==> src/rtl/spatz_simd_red_seq_pkg.sv <==
// Types shared by the reduction sequencer and its lane-facing ports.
//   op_e  : reduction operation forwarded to the lane
//   vew_e : element width selector
package spatz_simd_red_seq_pkg;

    typedef enum logic [3:0] {
        VADD  = 4'd0,
        VMIN  = 4'd1,
        VMINU = 4'd2,
        VMAX  = 4'd3,
        VMAXU = 4'd4,
        VAND  = 4'd5,
        VOR   = 4'd6,
        VXOR  = 4'd7
    } op_e;

    typedef enum logic [1:0] {
        EW_8  = 2'd0,
        EW_16 = 2'd1,
        EW_32 = 2'd2,
        EW_64 = 2'd3
    } vew_e;

endpackage

==> src/rtl/spatz_simd_red_seq_if.sv <==
// Valid/ready stream carrying one Width-bit word per beat.
//   valid : producer has a word on data
//   ready : consumer accepts the word this cycle
//   data  : payload
// master = producer side, slave = consumer side.
interface spatz_simd_red_seq_if #(
    parameter int unsigned Width = 32
);
    logic             valid;
    logic             ready;
    logic [Width-1:0] data;

    modport master (output valid, output data, input ready);
    modport slave  (input valid, input data, output ready);
endinterface

==> src/rtl/spatz_simd_red_seq.sv <==
// Reduction sequencer wrapped around one combinational SIMD lane. It feeds the
// lane the running accumulator and one streamed element per cycle, captures the
// lane result back into the accumulator and, after vl elements, presents a single
// scalar result.
//   clk_i, rst_ni        clock, asynchronous active-low reset
//   start_i/start_ready_o start a reduction (accepted in IDLE only)
//   op_i, is_signed_i, sew_i, vl_i, init_i  reduction configuration and seed
//   clear_i              synchronous abort back to IDLE
//   elem (slave)         element stream from the register file
//   lane_*               drive/return of the external lane
//   result (master)      scalar result, held until accepted
//   busy_o               sequencer not idle
//
// state | meaning
// IDLE  | waiting for start, start_ready_o high
// ACCUM | consuming elements, acc <= lane result on each handshake
// DONE  | result_valid high until the consumer takes it
module spatz_simd_red_seq
    import spatz_simd_red_seq_pkg::*;
#(
    parameter int unsigned Width    = 32,
    parameter int unsigned CntWidth = 16
) (
    input  logic                 clk_i,
    input  logic                 rst_ni,
    input  logic                 start_i,
    output logic                 start_ready_o,
    input  op_e                  op_i,
    input  logic                 is_signed_i,
    input  vew_e                 sew_i,
    input  logic [CntWidth-1:0]  vl_i,
    input  logic [Width-1:0]     init_i,
    input  logic                 clear_i,
    spatz_simd_red_seq_if.slave  elem,
    output op_e                  lane_op_o,
    output logic [Width-1:0]     lane_s1_o,
    output logic [Width-1:0]     lane_s2_o,
    output logic [Width-1:0]     lane_d_o,
    output logic                 lane_is_signed_o,
    output logic                 lane_carry_o,
    output vew_e                 lane_sew_o,
    input  logic [Width-1:0]     lane_result_i,
    spatz_simd_red_seq_if.master result,
    output logic                 busy_o
);

    typedef enum logic [1:0] {IDLE, ACCUM, DONE} state_e;

    state_e              state_q, state_d;
    logic [Width-1:0]    acc_q, acc_d;
    logic [CntWidth-1:0] cnt_q, cnt_d;
    op_e                 op_q;
    vew_e                sew_q;
    logic                sgn_q;
    logic                latch_cfg;
    logic                elem_hs;

    // Keep the low SEW bits; fill the rest with the SEW sign bit when sgn is set,
    // otherwise with zeros. Lets the lane compare full-width values at any SEW.
    function automatic logic [Width-1:0] ext_f(input logic [Width-1:0] x,
                                               input logic sgn, input vew_e sew);
        logic [Width-1:0] res;
        logic             sbit;
        int               nbits;
        case (sew)
            EW_8:    nbits = 8;
            EW_16:   nbits = 16;
            default: nbits = 32;
        endcase
        if (nbits > int'(Width)) nbits = int'(Width);
        sbit = 1'b0;
        for (int i = 0; i < int'(Width); i++) begin
            if (i == nbits - 1) sbit = x[i] & sgn;
        end
        for (int i = 0; i < int'(Width); i++) begin
            res[i] = (i < nbits) ? x[i] : sbit;
        end
        return res;
    endfunction

    assign elem_hs = elem.valid && (state_q == ACCUM);

    always_comb begin
        state_d   = state_q;
        acc_d     = acc_q;
        cnt_d     = cnt_q;
        latch_cfg = 1'b0;
        if (clear_i) begin
            state_d = IDLE;
            acc_d   = '0;
            cnt_d   = '0;
        end else begin
            case (state_q)
                IDLE: begin
                    if (start_i) begin
                        latch_cfg = 1'b1;
                        acc_d     = ext_f(init_i, is_signed_i, sew_i);
                        cnt_d     = vl_i;
                        state_d   = (vl_i == '0) ? DONE : ACCUM;
                    end
                end
                ACCUM: begin
                    if (elem_hs) begin
                        acc_d = lane_result_i;
                        cnt_d = cnt_q - CntWidth'(1);
                        if (cnt_q == CntWidth'(1)) state_d = DONE;
                    end
                end
                DONE: begin
                    if (result.ready) state_d = IDLE;
                end
                default: state_d = IDLE;
            endcase
        end
    end

    always_ff @(posedge clk_i or negedge rst_ni) begin
        if (!rst_ni) state_q <= IDLE;
        else         state_q <= state_d;
    end

    always_ff @(posedge clk_i or negedge rst_ni) begin
        if (!rst_ni) begin
            acc_q <= '0;
            cnt_q <= '0;
            op_q  <= VADD;
            sew_q <= EW_8;
            sgn_q <= 1'b0;
        end else begin
            acc_q <= acc_d;
            cnt_q <= cnt_d;
            if (latch_cfg) begin
                op_q  <= op_i;
                sew_q <= sew_i;
                sgn_q <= is_signed_i;
            end
        end
    end

    assign start_ready_o    = (state_q == IDLE);
    assign busy_o           = (state_q != IDLE);
    assign elem.ready       = (state_q == ACCUM);
    assign result.valid     = (state_q == DONE);
    assign result.data      = ext_f(acc_q, 1'b0, sew_q);

    assign lane_op_o        = op_q;
    assign lane_sew_o       = sew_q;
    assign lane_is_signed_o = sgn_q;
    assign lane_s1_o        = acc_q;
    assign lane_s2_o        = ext_f(elem.data, sgn_q, sew_q);
    assign lane_d_o         = '0;
    assign lane_carry_o     = 1'b0;

    a_legal_op: assert property (@(posedge clk_i) disable iff (!rst_ni)
        (start_i && start_ready_o) |-> (op_i inside {VADD, VMIN, VMINU, VMAX,
                                                     VMAXU, VAND, VOR, VXOR}));

endmodule
==> src/flat_wrapper.sv <==
// flat-port wrapper written by rule: the top's interface ports become plain ports
module spatz_simd_red_seq_flat import spatz_simd_red_seq_pkg::*;
#(
    parameter int unsigned Width    = 32,
    parameter int unsigned CntWidth = 16
)
  (clk_i, rst_ni, start_i, start_ready_o, op_i, is_signed_i, sew_i, vl_i, init_i, clear_i, lane_op_o, lane_s1_o, lane_s2_o, lane_d_o, lane_is_signed_o, lane_carry_o, lane_sew_o, lane_result_i, busy_o, elem_valid, elem_data, elem_ready, result_valid, result_data, result_ready);
  spatz_simd_red_seq_if #(.Width(Width)) elem_i ();
  spatz_simd_red_seq_if #(.Width(Width)) result_i ();
  input  logic clk_i;
  input  logic rst_ni;
  input  logic start_i;
  output logic start_ready_o;
  input  op_e op_i;
  input  logic is_signed_i;
  input  vew_e sew_i;
  input  logic [CntWidth-1:0] vl_i;
  input  logic [Width-1:0] init_i;
  input  logic clear_i;
  output op_e lane_op_o;
  output logic [Width-1:0] lane_s1_o;
  output logic [Width-1:0] lane_s2_o;
  output logic [Width-1:0] lane_d_o;
  output logic lane_is_signed_o;
  output logic lane_carry_o;
  output vew_e lane_sew_o;
  input  logic [Width-1:0] lane_result_i;
  output logic busy_o;
  input wire logic [$bits(elem_i.valid)-1:0] elem_valid;
  input wire logic [$bits(elem_i.data)-1:0] elem_data;
  output wire logic [$bits(elem_i.ready)-1:0] elem_ready;
  output wire logic [$bits(result_i.valid)-1:0] result_valid;
  output wire logic [$bits(result_i.data)-1:0] result_data;
  input wire logic [$bits(result_i.ready)-1:0] result_ready;
  assign elem_i.valid = elem_valid;
  assign elem_i.data = elem_data;
  assign elem_ready = elem_i.ready;
  assign result_valid = result_i.valid;
  assign result_data = result_i.data;
  assign result_i.ready = result_ready;
  spatz_simd_red_seq #(.Width(Width), .CntWidth(CntWidth)) u_core (.clk_i(clk_i), .rst_ni(rst_ni), .start_i(start_i), .start_ready_o(start_ready_o), .op_i(op_i), .is_signed_i(is_signed_i), .sew_i(sew_i), .vl_i(vl_i), .init_i(init_i), .clear_i(clear_i), .elem(elem_i), .lane_op_o(lane_op_o), .lane_s1_o(lane_s1_o), .lane_s2_o(lane_s2_o), .lane_d_o(lane_d_o), .lane_is_signed_o(lane_is_signed_o), .lane_carry_o(lane_carry_o), .lane_sew_o(lane_sew_o), .lane_result_i(lane_result_i), .result(result_i), .busy_o(busy_o));
endmodule
==> config.mk <==
export PLATFORM = sky130hd
export DESIGN_NAME = spatz_simd_red_seq_flat
export DESIGN_NICKNAME = d
export VERILOG_FILES = /design/src/rtl/spatz_simd_red_seq_pkg.sv /design/src/rtl/spatz_simd_red_seq_if.sv /design/src/rtl/spatz_simd_red_seq.sv /design/src/flat_wrapper.sv
export SDC_FILE = /design/constraint.sdc
export NUM_CORES = 1
export LEC_CHECK = 0
export BUFFER_PORTS_ARGS = -buffer_cell sky130_fd_sc_hd__buf_4
export CORE_AREA = 2 2 102 104
export DETAILED_ROUTE_END_ITERATION = 7
export DIE_AREA = 0 0 104 106
export GPL_ROUTABILITY_DRIVEN = 0
export GPL_TIMING_DRIVEN = 0
export PLACE_DENSITY = 0.73
export SKIP_CTS_REPAIR_TIMING = 1
export SLEW_MARGIN = 5
export SYNTH_ARGS = -nofsm -noshare
export SYNTH_HDL_FRONTEND = slang
export SYNTH_SLANG_ARGS = --single-unit
export TNS_END_PERCENT = 100
==> constraint.sdc <==
create_clock -name clk_i -period 3.42 [get_ports clk_i]
set_clock_uncertainty 0.2 [all_clocks]
set_input_delay 0.513 -clock clk_i [delete_from_list [all_inputs] [get_ports clk_i]]
set_output_delay 0.513 -clock clk_i [all_outputs]
set_load 0.01 [all_outputs]
### Word-level counts from Yosys, hierarchy flattened

Index checks and enable logic that the tools add are counted.

| word-level totals | value |
|---|---|
| register bits | 57 |
| input bits | 125 |
| output and inout port bits | 140 |
| logic and storage cells | 409 |

| operators by class | value |
|---|---|
| $add $sub $neg | 3 |
| magnitude comparators | 66 |
| equality and inequality tests | 71 |
| mux-type cells | 188 |
| bitwise gates (word level) | 64 |
| reduce and logical (&&, ||, !) cells | 11 |

Operators by type and width:

| kind | count |
|---|---|
| == test 6 x 32 -> 1 bit, first input constant | 32 |
| == test 5 x 32 -> 1 bit, first input constant | 16 |
| < comparator 6 x 32 -> 1 bit, first input constant | 16 |
| two-way mux 32 bit | 10 |
| == test 4 x 32 -> 1 bit, first input constant | 8 |
| < comparator 5 x 32 -> 1 bit, first input constant | 8 |
| two-way mux 1 bit | 163 |
| == test 3 x 32 -> 1 bit, first input constant | 4 |
| < comparator 4 x 32 -> 1 bit, first input constant | 4 |
| < comparator 5 x 6 -> 1 bit, first input constant | 16 |
| AND 1 bit | 64 |
| == test 2 x 32 -> 1 bit, first input constant | 2 |
| logical NOT 32 bit | 2 |
| < comparator 3 x 32 -> 1 bit, first input constant | 2 |
| one-hot mux 32 bit (2 select lines) | 1 |
| < comparator 4 x 6 -> 1 bit, first input constant | 8 |
| two-way mux 16 bit | 3 |
| greater-than comparator 32 x 7 -> 1 bit, second input constant | 1 |
| < comparator 1 x 32 -> 1 bit, first input constant | 1 |
| < comparator 2 x 32 -> 1 bit, first input constant | 1 |
| one-hot mux 16 bit (2 select lines) | 1 |
| subtractor 32 x 2 -> 32 bit, second input constant | 1 |
| < comparator 3 x 6 -> 1 bit, first input constant | 4 |
| one-hot mux 6 bit (2 select lines) | 2 |
| 19 further kinds | 33 |

### Depth between registers and ports, before layout

Gate-level depths: netlist of run 1.

| depth | value |
|---|---|
| depth in word-level cells | 48 |
| mapped depth | 10 |
| gate-level depth less buffers | 8 |

### Worst setup path after synthesis of run 1

No wires, ideal clock.

| path | value |
|---|---|
| path type | register to output |
| start point | register u_core.sew_q[0], in the netlist u_core.lane_sew_o[0] |
| end point | output port lane_s2_o[10] |
| data arrival time | 1992 ps |
| data required time | 2707 ps |
| path slack | 715 ps |
| stages on the path, launching flop included | 11 |
| path buffers | 3 |
| path through | dfrtp_1 -> or2_2 -> clkbuf_1 -> clkbuf_1 -> ha_1 -> inv_1 -> o21ai_0 -> a21oi_1 -> and2_1 -> buf_2 -> a21o_1 |

| between the ends | value |
|---|---|
| word-level cells in the longest chain between the ends | 39 |
| elaborated cells on any way between the ends | 72 |
| those cells by class | add/sub: 1; order compare: 2; eq/ne: 32; mux: 35; reduce/logical: 2 |

RTL lines:

| what | RTL line | text |
|---|---|---|
| from (decl) | spatz_simd_red_seq.sv:53 | `vew_e sew_q;` |
| from (signal assigned) | spatz_simd_red_seq.sv:134 | `sew_q <= sew_i;` |
| == test 2 x 1 -> 1 bit / logical NOT 2 bit (equally long branches) | spatz_simd_red_seq.sv:65 | `case (sew)` |
| one-hot mux 6 bit (2 select lines) * | spatz_simd_red_seq.sv:65 |  |
| greater-than comparator 6 bit | spatz_simd_red_seq.sv:70 | `if (nbits > int'(Width)) nbits = int'(Width);` |
| two-way mux 6 bit * | spatz_simd_red_seq.sv:70 |  |
| subtractor 6 x 1 -> 7 bit | spatz_simd_red_seq.sv:73 | `if (i == nbits - 1) sbit = x[i] & sgn;` |
| logical NOT 32 bit | spatz_simd_red_seq.sv:73 |  |
| two-way mux 1 bit (32 in a row) | spatz_simd_red_seq.sv:73 |  |
| two-way mux 1 bit * | spatz_simd_red_seq.sv:76 | `res[i] = (i < nbits) ? x[i] : sbit;` |
| to (decl) | flat_wrapper.sv:22 | `output logic [Width-1:0] lane_s2_o;` |

Every way passes the cells marked *; elsewhere a longest branch is shown, timed or not.

### Worst setup path after layout of run 1

| path | value |
|---|---|
| start point | register u_core.sew_q[0], in the netlist u_core.lane_sew_o[0] |
| end point | output port lane_s2_o[12] |

Same word-level chain as after synthesis.

==> flow_summary.toml, run 1 <==
[global_route]
grt_max_degree = 58
overflow = 0
grt.total_usage_pct = 22.92
first_global_vias = 4062
antenna_found_initial = 0
grt_pass1_wl_mm = 20.52

[floorplan]
core_um2 = 10000
die_x_um = 104
fp.dieH_um = 106
io_pins = 265
rows = 37
initial_core_util_pct = 38.69
die_area_um2 = 11020

[hold_path]
hp-class = "input pin to async pin"

[placement]
port_buffers = 223
dp_hpwl_mm = 10.33
place_inst = 857
place_area_um2 = 5833

[power_and_ir_drop]
power.switching_mw = 1.103
power.leakage_nw = 3.272
cellInternalPower_mw = 1.881
combPwrFrac_pct = 47.8
switching_share_pct = 36.96
peakVddDrop_mv = 0.1930
p_seq_share_pct = 29.3
pwr-share-clk_pct = 23.0
cellPowerDensity_nw_per_um2 = 493.3

[sta]
finalSetupViolCount = 0
fin_crit_sh_pct = 91.09
worst_hold_slack_ps = 40.16
hold_violations = 0
slew_headroom_pct = 51.44
fmax_mhz = 321.0
period_needed_ps = 3115
tightestPinTransition_ps = 728.4
tns_ps = 0
slew_viol_final = 0
rsz0062_at_grt = "no"

[worst_setup_path]
startpoint_type = "flop"
rr_endpoint = "u_core.lane_s1_o[10]"
cp_max_fo = 11
cp-end-kind = "output pin"
r2r_slack_ps = 1250
rr_startpoint = "u_core.state_q[1]"
crit_arrival_ps = 2400
crit_type = "flop to output pin"
crit_required_ps = 2710
rr_worst_depth = 6
cp-endpoint = "lane_s2_o[12]"
worstSetupStartpoint = "u_core.lane_sew_o[0]"

[logic_synthesis]
synth_mux_area_share_pct = 4.916
synth_top_family_by_area = "simple AND/OR/NAND/NOR gates"
synth-seq-cells = 57
synthFlopType = "dfrtp_1"
synth_xor_area_share_pct = 0.4528
synth_compound_area_share_pct = 19.79
synth_adder_area_share_pct = 2.587
yosysSeqAreaShare_pct = 36.87
syn_inst = 466
synthSimpleGateAreaFrac_pct = 21.57
yosysWarnings = 0
syn_area_per_cell_um2 = 8.302
ys_types = 46
synthArstFlopShare_pct = 100.0
synthesis.area_um2 = 3869
synth-edff-count = 0

[cells_and_area]
syn2layout_area_growth_pct = 56.34
final_core_util_pct = 60.49
nNetsFinal = 864
multi_input_area_um2 = 2034
drive_gt1_share_pct = 41.09
seqCellArea_um2 = 1426
fillers = 931
design_area_um2 = 6048
final_cell_mix = "buf_4, o21ai_0, dfrtp_1, nand2_1, conb_1"
diodes = 0
layout.cells.most_common = "buf_4"
final_cell_count_no_fill = 871

[clock_network]
clock-sinks = 57
insertion_delay_ps = 330
clkTransAtPathRegs_ps = 70
clockRootBuffer = "clkbuf_8"
cts_tree = "yes"
cts.path.max_buffers = 2
htreeDepth = 3
cts_buffers = 9

[route]
wirelength_mm = 13.13
vias_per_cell = 4.883
drt-initial-drc-count = 220
wl_per_cell_um = 15.07
drc_errors = 0
firstDrtPassIters = 5
final_antenna_net_count = 0
vias = 4253

[job]
drv_cap = 0

[run_status]
status = "finished, final reports clean"
[final cells by class]
| cell class | instances | area share (%) |
|---|---|---|
| clock buffer | 13 | 2.958 |
| tap | 136 | 2.813 |
| buffer | 73 | 7.489 |
| clock inverter | 2 | 0.5792 |
| multi-input combinational | 348 | 33.64 |
| sequential | 57 | 23.58 |
| timing repair buffer | 223 | 27.68 |
| inverter | 19 | 1.262 |
[sequential cells by signal, summed over array words and instances, names as in the netlist]
name and count:
u_core.lane_is_signed_o 1, u_core.lane_sew_o 2, u_core.lane_s1_o 32, u_core.lane_op_o 4, u_core.state_q 2, u_core.cnt_q 16
[critical path, stage by stage, from the launching register on]
cell and delay [ps]:
dfrtp_1 440, or2_4 330, buf_2 200, ha_1 210, inv_1 50, o21ai_0 60, a21oi_1 210, and2_1 150
buf_2 190, a21o_1 110, buf_4 110
[per-layer routing]
| metal | vias up | part of all wire (%) | GRT usage (%) | wire length (um) |
|---|---|---|---|---|
| met1 | 2017 | 42 | 28.65 | 5499 |
| met3 | 14 | 6.0 | 4.782 | 786 |
| met2 | 159 | 51 | 40.37 | 6677 |
| met5 | - | 0 | 0 | 0 |
| met4 | 0 | 1.2 | 5.985 | 163 |
| li1 | 2063 | - | - | - |
[synth_stat cells, types with 2 or more instances]
master	n	area (um^2)
buf_6	6	67.56
o22ai_1	2	12.51
inv_1	18	67.56
a21oi_1	19	95.09
and3_1	2	12.51
ha_1	8	100.1
nor3_1	6	30.03
nor4_1	8	50.05
mux2_2	8	90.09
o21ai_1	5	25.02
buf_4	33	247.7
nor2b_1	18	112.6
nand2b_1	4	25.02
nand3_1	7	35.03
clkbuf_1	28	105.1
buf_2	6	30.03
xor2_1	2	17.52
dfrtp_1	57	1426
nand2_1	48	180.2
a21o_1	9	67.56
o211ai_1	3	22.52
mux2i_1	10	100.1
nand4_1	2	12.51
o21ai_0	57	285.3
or3_1	4	25.02
a22oi_1	29	217.7
nor2_1	31	116.4
and2_1	18	112.6
[metrics by stage]
step	worst slack, ps	total power, mW
after global placement	258.9	2.275
after detailed placement	199.1	2.303
after CTS	-177.2	2.994
after floorplan	714.9	1.613
final	304.8	2.984
after global routing	78.52	3.169
[power groups by stage]
stage	Clock [mW]	Sequential [mW]	Combinational [mW]
floorplan	0	0.897	0.716
global route	0.729	0.889	1.55
CTS	0.696	0.871	1.43
finish	0.686	0.873	1.42
global placement	0	0.878	1.40
detailed placement	0	0.882	1.42
[how the worst min path moves through the flow]
stage,to,slack (ps),cells after the start
after floorplan,u_core.cnt_q[0],20,0
after global routing,u_core.cnt_q[3],100,1
after CTS,u_core.cnt_q[3],70,1
final,u_core.cnt_q[3],40,1
after detailed placement,u_core.lane_s1_o[7],300,2
after global placement,u_core.lane_s1_o[3],290,2
[cells by family after synthesis]
kind of cell,after synthesis
other,1
DFF,57
adders and majority gates,8
and+or+nand+nor,158
buffers and inverters,93
xor gates and xnor gates,2
muxes,18
AOI/OAI and AO/OA,129
Note: power is estimated with default switching activity, not from simulation.
==> run 2: changes to the inputs <==
Settings changed: CORE_AREA 2 2 102 104 to unset, CORE_MARGIN set to 1, CORE_UTILIZATION set to 38, CTS_CLUSTER_SIZE set to 12, DIE_AREA 0 0 104 106 to unset, PLACE_DENSITY 0.73 to 0.74.
Clock period 3.42 ns to 2.8 ns, I/O delays scaled along.
==> run 2 against run 1 <==
The flow now finishes with violations (hold timing, setup timing). Final area increased by 2.1%. Clock power increased by 17%. Final cell count up 0.46%. Flip-flop and latch count did not move. Die area is 4.0% lower. Sequential share of layout area fell by 0.46 points. Critical endpoint is now lane_s2_o[13]. Largest cell class unchanged.
==> flow_summary.toml, run 2 (synthesized netlist as in run 1, its figures left out) <==
[sta]
hold_violations = 57
tightestPinTransition_ps = 752.3
fin_crit_sh_pct = 101.4
worst_hold_slack_ps = -63.70
finalSetupViolCount = 8
slew_headroom_pct = 49.85
slew_viol_final = 0
setup_slack_ps = -39.55
fmax_mhz = 352.2
rsz0062_at_grt = "yes"
tns_ps = -216.8
period_needed_ps = 2840

[cells_and_area]
diodes = 0
layout.cells.most_common = "buf_4"
largest_reg_flops = 32
drive_gt1_share_pct = 43.67
syn2layout_area_growth_pct = 59.61
design_area_um2 = 6175
final_cell_mix = "buf_4, o21ai_0, dfrtp_1, nand2_1, conb_1"
nNetsFinal = 870

[route]
m1WireLength_mm = 5.506
wl_per_cell_um = 15.15
dr_wl_met3_um = 886
drc_errors = 0
met2_length_mm = 6.688
drt-initial-drc-count = 130
wirelength_mm = 13.26
vias_per_cell = 4.981
top_layer_used = "met4"
vias = 4358
final_antenna_net_count = 0
firstDrtPassIters = 5

[worst_setup_path]
rr_startpoint = "u_core.state_q[0]"
cp_max_fo = 8
crit_type = "flop to output pin"
rr_endpoint = "u_core.cnt_q[10]"
rr_worst_depth = 8
crit_required_ps = 2180
worstSetupStartpoint = "u_core.lane_sew_o[1]"
startpoint_type = "flop"
r2r_slack_ps = 610
cp-end-kind = "output pin"
crit_arrival_ps = 2220

[hold_path]
hp-class = "input pin to async pin"

[clock_network]
htreeDepth = 3
cts_tree = "yes"
insertion_delay_ps = 340
clock-sinks = 57
clkTransAtPathRegs_ps = 80
clockRootBuffer = "clkbuf_8"
cts.path.max_buffers = 2
cts_buffers = 9

[power_and_ir_drop]
cellInternalPower_mw = 2.317
pwr-share-clk_pct = 21.5
p_seq_share_pct = 28.7
p_total_mw = 3.748
combPwrFrac_pct = 49.8
power.leakage_nw = 3.306
switching_share_pct = 38.19
cellPowerDensity_nw_per_um2 = 607.0
peakVddDrop_mv = 0.3507
power.switching_mw = 1.431

[placement]
place_area_um2 = 5829
port_buffers = 223
dp_hpwl_mm = 10.24
post-place-ws_ps = -268.9

[floorplan]
initial_core_util_pct = 39.40
die_area_um2 = 10590
io_pins = 265
fp.dieH_um = 102.9
rows = 36
die_x_um = 102.9
core_um2 = 9819

[global_route]
first_global_vias = 3867
antenna_found_initial = 0
grt_max_degree = 58
grt.total_usage_pct = 23.46
overflow = 0
grt_pass1_wl_mm = 19.04

[run_status]
status = "finished with violations"
violations = "hold timing, setup timing"

[job]
drv_cap = 0
==> run 2: area by class of cell <==
class	count	area, um^2
fill	876	3645
multi-input combinational	348	2090
timing repair buffer	230	1742
sequential	57	1428
buffer	72	465.4
tap	133	166.4
clock buffer	10	137.6
inverter	19	78.83
clock inverter	6	67.56
==> run 2: critical path, stage by stage, from the launching register on <==
cell and delay (ps):
dfrtp_1 420, or2_4 190, inv_4 40, ha_4 150, or3_4 390, a21oi_4 190, and2_4 170, buf_6 120
a21o_1 110, buf_6 100
==> run 2: how the worst max path moves through the flow <==
| stage | to | slack [ps] | depth (start not counted) |
|---|---|---|---|
| floorplan | lane_s2_o[10] | 190 | 10 |
| global placement | lane_s2_o[28] | -200 | 8 |
| detailed placement | lane_s2_o[28] | -270 | 8 |
| CTS | lane_s2_o[28] | -640 | 8 |
| global route | lane_s2_o[13] | -130 | 9 |
| finish | lane_s2_o[13] | -40 | 9 |
==> run 2: routing by layer <==
metal  vias up  GRT usage (%)
li1       2077              -
met1      2069          31.60
met2       199          38.21
met3        13          3.525
met4         0          8.776
met5         -              0
==> run 2: through the flow <==
step           instances  utilization, %
3_3_place_gp         854           59.37
6_report             875           62.88
4_1_cts              870           61.46
2_1_floorplan        498               -
5_1_grt              875           62.88
3_5_place_dp         854           59.37
==> run 2: power groups by stage <==
stage	logic, mW	registers, mW	clock network, mW
after floorplan	0.874	1.10	0
after detailed placement	1.73	1.08	0
after CTS	1.73	1.07	0.818
after global routing	2.04	1.09	0.857
after global placement	1.70	1.08	0
final	1.87	1.08	0.805
